--- config.mk ---
export PLATFORM = sky130hd
export DESIGN_NAME = serial_adder
export DESIGN_NICKNAME = d
export VERILOG_FILES = /design/src/rtl/serial_adder.sv
export SDC_FILE = /design/constraint.sdc
export NUM_CORES = 1
export LEC_CHECK = 0
export ABC_AREA = 1
export BUFFER_PORTS_ARGS = -buffer_cell sky130_fd_sc_hd__buf_2
export CAP_MARGIN = 20
export CELL_PAD_IN_SITES_DETAIL_PLACEMENT = 1
export CELL_PAD_IN_SITES_GLOBAL_PLACEMENT = 1
export CORE_UTILIZATION = 40
export CTS_CLUSTER_SIZE = 12
export DETAILED_ROUTE_END_ITERATION = 8
export GPL_TIMING_DRIVEN = 0
export HOLD_SLACK_MARGIN = 0.15
export PLACE_DENSITY_LB_ADDON = 0.3
export RECOVER_POWER = 100
export REMOVE_ABC_BUFFERS = 1
export SLEW_MARGIN = 30
export SYNTH_ARGS = -nofsm -noshare
export SYNTH_HDL_FRONTEND = slang
export SYNTH_SLANG_ARGS = --single-unit
--- constraint.sdc ---
create_clock -name clk -period 3.7 [get_ports clk]
set_clock_uncertainty 0.15 [all_clocks]
set_input_delay 1.11 -clock clk [delete_from_list [all_inputs] [get_ports clk]]
set_output_delay 1.11 -clock clk [all_outputs]
set_load 0.02 [all_outputs]
--- src/rtl/serial_adder.sv ---
// Bit-serial LSB-first adder of a+b+cin, one full-adder cell per clock; WIDTH cycles in ADD.
// Valid/ready on both sides: operands taken only in IDLE, result held in DONE until out_ready.
module serial_adder #(
  parameter int WIDTH = 8
) (
  input  logic             clk,
  input  logic             rst_n,
  input  logic             in_valid,
  output logic             in_ready,
  input  logic [WIDTH-1:0] a,
  input  logic [WIDTH-1:0] b,
  input  logic             cin,
  output logic             out_valid,
  input  logic             out_ready,
  output logic [WIDTH-1:0] sum,
  output logic             cout,
  output logic             busy
);

  localparam int CW = ($clog2(WIDTH + 1) > 1) ? $clog2(WIDTH + 1) : 1;

  typedef enum logic [1:0] {IDLE, ADD, DONE} state_t;

  state_t          state, state_nxt;
  logic [WIDTH-1:0] a_sh, b_sh, sum_sh;
  logic             carry;
  logic [CW-1:0]    cnt;
  logic             s_bit, c_next, last;

  assign s_bit  = a_sh[0] ^ b_sh[0] ^ carry;
  assign c_next = (a_sh[0] & b_sh[0]) | (a_sh[0] & carry) | (b_sh[0] & carry);
  assign last   = (cnt == CW'(WIDTH - 1));

  always_ff @(posedge clk or negedge rst_n) begin
    if (!rst_n) state <= IDLE;
    else        state <= state_nxt;
  end

  always_comb begin
    state_nxt = state;
    in_ready  = 1'b0;
    out_valid = 1'b0;
    busy      = 1'b0;
    case (state)
      IDLE: begin
        in_ready = 1'b1;
        if (in_valid) state_nxt = ADD;
      end
      ADD: begin
        busy = 1'b1;
        if (last) state_nxt = DONE;
      end
      DONE: begin
        busy      = 1'b1;
        out_valid = 1'b1;
        if (out_ready) state_nxt = IDLE;
      end
      default: state_nxt = IDLE;
    endcase
  end

  // Sum bits enter at the MSB so the result is aligned after exactly WIDTH shifts.
  always_ff @(posedge clk or negedge rst_n) begin
    if (!rst_n) begin
      a_sh   <= '0;
      b_sh   <= '0;
      sum_sh <= '0;
      carry  <= 1'b0;
      cnt    <= '0;
    end else begin
      case (state)
        IDLE: begin
          if (in_valid) begin
            a_sh   <= a;
            b_sh   <= b;
            carry  <= cin;
            cnt    <= '0;
            sum_sh <= '0;
          end
        end
        ADD: begin
          a_sh   <= a_sh >> 1;
          b_sh   <= b_sh >> 1;
          sum_sh <= (sum_sh >> 1) | (WIDTH'(s_bit) << (WIDTH - 1));
          carry  <= c_next;
          cnt    <= cnt + CW'(1);
        end
        default: ;
      endcase
    end
  end

  assign sum  = sum_sh;
  assign cout = carry;

endmodule

* Word-level counts from Yosys, hierarchy flattened
Cells that the tools add are included. Widths: inputs -> output; s select.
Word-level totals: bits of input ports 21, register bits after elaboration 31, word-level logic and storage cells 43
Operators by class: mux-type cells 17, eq/ne operators 6, add/subtract/negate cells 1, bitwise gates (word level) 8, reduce and logical (&&, ||, !) cells 5
Operators by type and width (number):
- $pmux 8 s2 | 3
- $mux 8 | 3
- $or 7x8->8 | 1
- $pmux 4 s2 | 1
- $mux 2 | 3
- $ne 2x2->1 const B | 3
- $pmux 2 s3 | 1
- $add 4x1->4 const B | 1
- $eq 4x3->1 const B | 1
- $mux 1 | 4
- $mux 4 | 1
- $and 1x1->1 | 3
- $reduce_and 3->1 | 1
- $eq 2x1->1 const B | 1
- $eq 2x2->1 const B | 1
- $logic_not 2->1 | 1
- $or 1x1->1 | 2
- $pmux 1 s2 | 1
- $reduce_and 2->1 | 1
- $reduce_bool 2->1 | 1
- $reduce_or 2->1 | 1
- $xor 1x1->1 | 2

* Longest topological paths before layout
depth in word-level cells 4, gate-level depth with buffers 9

* Worst setup path before layout
Ideal clock, no wire load.
path kind reg-to-output, from register state[0], to output port busy, buffers on the path 0, slack 1.644 ns, data arrival time 0.796 ns, required time 2.440 ns, stages on the path, launching flop included 3, cell sequence dfrtp_1 -> inv_1 -> ha_1
Between the ends: cells in the longest elaborated chain, start to end 3, elaborated cells between the ends (all ways) 4, classes of those cells 2 x eq/ne; 1 x mux; 1 x reduce/logical
RTL lines:
- from (decl) | RTL line 24 | state_t state, state_nxt;
- from (signal assigned) | RTL line 36 | else state <= state_nxt;
- $eq 2x2->1 or $eq 2x1->1 (tied branches) | RTL line 44 | case (state)
- $reduce_or 2->1 (no source line) (*)
- $mux 1 (*) | RTL line 44
- to (decl) | RTL line 17 | output logic busy
Mark *: on every way between the ends. The rest lies on a longest branch, timed or not.

* Worst setup path after layout
from register state[1], to output port in_ready
Between the ends: cells in the longest elaborated chain, start to end 2
RTL lines:
- $logic_not 2->1 | RTL line 44
- $mux 1 | RTL line 44
- to (decl) | RTL line 9 | output logic in_ready,
Every way passes these cells.

==> key figures <==
Run status
  – Failing checks: capacitance limit, slew limit
  – Outcome: finished with violations

Clock network
  – Post-CTS setup buffers: 0
  – Clk_lat worst skew: approximately 280 ps
  – CTS Root Cell: clkbuf_8
  – Sink Count: 31
  – Depth of the CTS H-tree: 2
  – Clock Tree Buf Depth: 2
  – Post-CTS Resized: 0
  – Post-CTS Hold Buffers: 0
  – CTS tree: built
  – Clk slew on worst S/H paths: 60 ps
  – Total CTS buffers: 5

Die
  – Die H: about 64 um
  – Starting Density: approximately two fifths
  – Die ar.: 0.00409 mm^2
  – Row count: 22
  – Die width: ~64 um
  – Core footprint: between 0.003 and 0.004 mm^2
  – I/O pins: 33

STA
  – Final period util: a little over two thirds
  – Fin. Hold Viols: 0
  – Rel. slew slack: -9.02%
  – Final setup fails: 0
  – Slew @ Worst Pin: 1640 ps
  – Setup_tns: 0 ps
  – Minimum clock period: around 2600 ps
  – Peak Freq: a little under 400 MHz
  – Pins Over Slew Limit: 32
  – RSZ-0062 raised after global routing: no

Placement
  – HPWL after DPL: 2250 um
  – # port buffers: 32
  – Global placement routability congestion: approximately 0.73
  – Area post-placement: 0.00169 mm^2

Critical path
  – CP endpoint: in_ready
  – Critical path class: reg2out
  – RR Startpoint: state[1]
  – Crit Reg-Reg Endpoint: b_sh[1]
  – Setup crit start kind: flip-flop
  – R2R depth: 5
  – Setup crit end kind: primary output
  – Worst path required time: between 2000 and 2500 ps
  – Crit Path Max Fanout: 5
  – R2r setup slk: 1340 ps
  – Worst setup path startpoint: state[1]
  – Worst path arrival time: 1310 ps

Routing
  – Via density: ~5
  – DRT Wirelength: ~3300 um
  – DR WL/cell: 13.2 um
  – Antenna-violating nets left: 0
  – Starting DRT DRC Count: 27
  – # DRC: 0
  – Vias: between 1000 and 1500
  – Drt pass-1 iters: 4

Logic synthesis
  – Top cells by count, synth: nand2_1 (52), dfrtp_1 (31), inv_1 (18)
  – Mapped cell area: 0.00154 mm^2
  – Synth top area cells: dfrtp_1 (50%), nand2_1 (13%), o211ai_1 (5.4%)
  – Synthesis Warnings: 0
  – Number of enable flip-flop cells after synthesis: 0
  – Mux cell area share after synthesis: 0%
  – Yosys cell types: 24
  – Yosys reg bits: 31
  – Post-Synth Simple-Gate Area: approximately 21%
  – Post-Synth XOR/XNOR Area: 0%
  – Top FF cell, synth: dfrtp_1
  – Compound-gate portion of the synthesized area: a little over an eighth
  – Synth top area share: ~50%
  – Synth Area in Adders: between 5 and 6%
  – Sequential share of the synthesized area: between 50% and 60%
  – Avg Cell Area, Syn: approximately 9.0 um^2
  – Main combinational cell family by area after synthesis: simple AND/OR/NAND/NOR gates
  – Top-count cell post-synth: nand2_1
  – Post-synth top area cell: dfrtp_1
  – Post-synthesis async set-or-reset flop share: 100%
  – Cell count after synthesis: 170

Global routing
  – Vias in the first global route: around 1300
  – First-pass GRT wire length: 5980 um
  – Total congestion overflow: 0
  – Total track usage: between 10% and 20%
  – Maximum number of pins on one net before global-route repair: 35
  – Initial antenna violation count: 0

Pwr
  – P_sw: between 600 and 700 uW
  – Sw Ratio: 45.0%
  – Power Density: between 800 and 900 mW/mm^2
  – IR drop worst, VDD: between 0.3 and 0.4 mV
  – Int Power: 847 uW
  – Comb pwr share: 47.5%
  – Leakage: 0.000874 uW
  – Clock power share: 15.4%
  – Seq pwr share: 37.1%

Finish
  – Layout cells sized above 1: a little under a fifth
  – Fillers: ~470
  – Area delta synth->final: 13.3%
  – Final net count: around 230
  – Final instance area: about 0.0017 mm^2
  – Number of antenna diodes: 0
  – Final core utilization: 47.5%

Min path
  – Hold Crit Start: a_sh[6]
  – Min-Delay Path Class: reg2reg

Job
  – Max Cap Viol: 1
layout make-up:
cell class / instances / area, um^2 / area share (%)
multi-input cells: 112 / 611 / 35.1
repair buffers: 32 / 144 / 8.27
well taps: 48 / 60.1 / 3.45
inverters: 20 / 77.6 / 4.46
flip-flops and latches: 31 / 776 / 44.6
clock buffers: 6 / 72.6 / 4.17
metal layers:
metal	part of all wire, %	wire (um)	track usage, %
met5	0	0	0
met4	1.8	60	7.67
met3	4.4	144	5.36
met2	51	1680	35.5
met1	43	1400	20.8
sequential cells by signal (all words and copies together), names as in the netlist:
register,count
a_sh,8
b_sh,8
sum,8
cnt,4
state,2
cout,1
through the flow:
step	setup slack, ps	std cells	power, uW	hold WS [ps]
after detailed placement	1310	243	1340	326
after global routing	1010	249	1690	373
final	1130	249	1540	335
after global placement	1430	243	1270	313
after floorplan	1640	163	1110	299
after CTS	1170	249	1590	342
logic make-up after synthesis:
kind of cell    after synthesis
simple gates                 75
compound gates               31
flops                        31
buf+inv                      27
fa+ha+maj                     6
placed cells by master, fill, tap and decap left out:
cell type and instances:
o211ai_1 11, inv_4 1, o211ai_2 1, nand2_2 2
clkbuf_1 14, or2_1 1, a21oi_1 3, fa_1 1
nor2_1 3, o22ai_1 7, dfrtp_1 31, nand3_1 6
inv_1 19, or2_0 1, buf_2 19, ha_1 5
clkbuf_8 5, nand2_1 52, nand2_4 1, o21ai_1 1
or2_2 9, o21ai_0 8
worst min-delay path by stage:
stage	endpoint	slack, ps	cells after the start
floorplan	a_sh[1]	300	2
global placement	a_sh[1]	310	2
detailed placement	a_sh[6]	330	2
CTS	a_sh[6]	340	2
global route	a_sh[1]	370	2
finish	a_sh[6]	330	2
power by group through the flow:
stage | Sequential (uW) | Clock [uW] | Combinational [uW]
floorplan | 602 | 0 | 510
global placement | 564 | 0 | 710
detailed placement | 578 | 0 | 760
CTS | 573 | 247 | 768
global route | 594 | 263 | 838
finish | 572 | 238 | 732
worst max-delay path, stage by stage (launching register included):
cell and delay (ps):
dfrtp_1 400, inv_1 120, ha_1 260, clkbuf_1 250
Note: power is estimated with default switching activity, not from simulation.
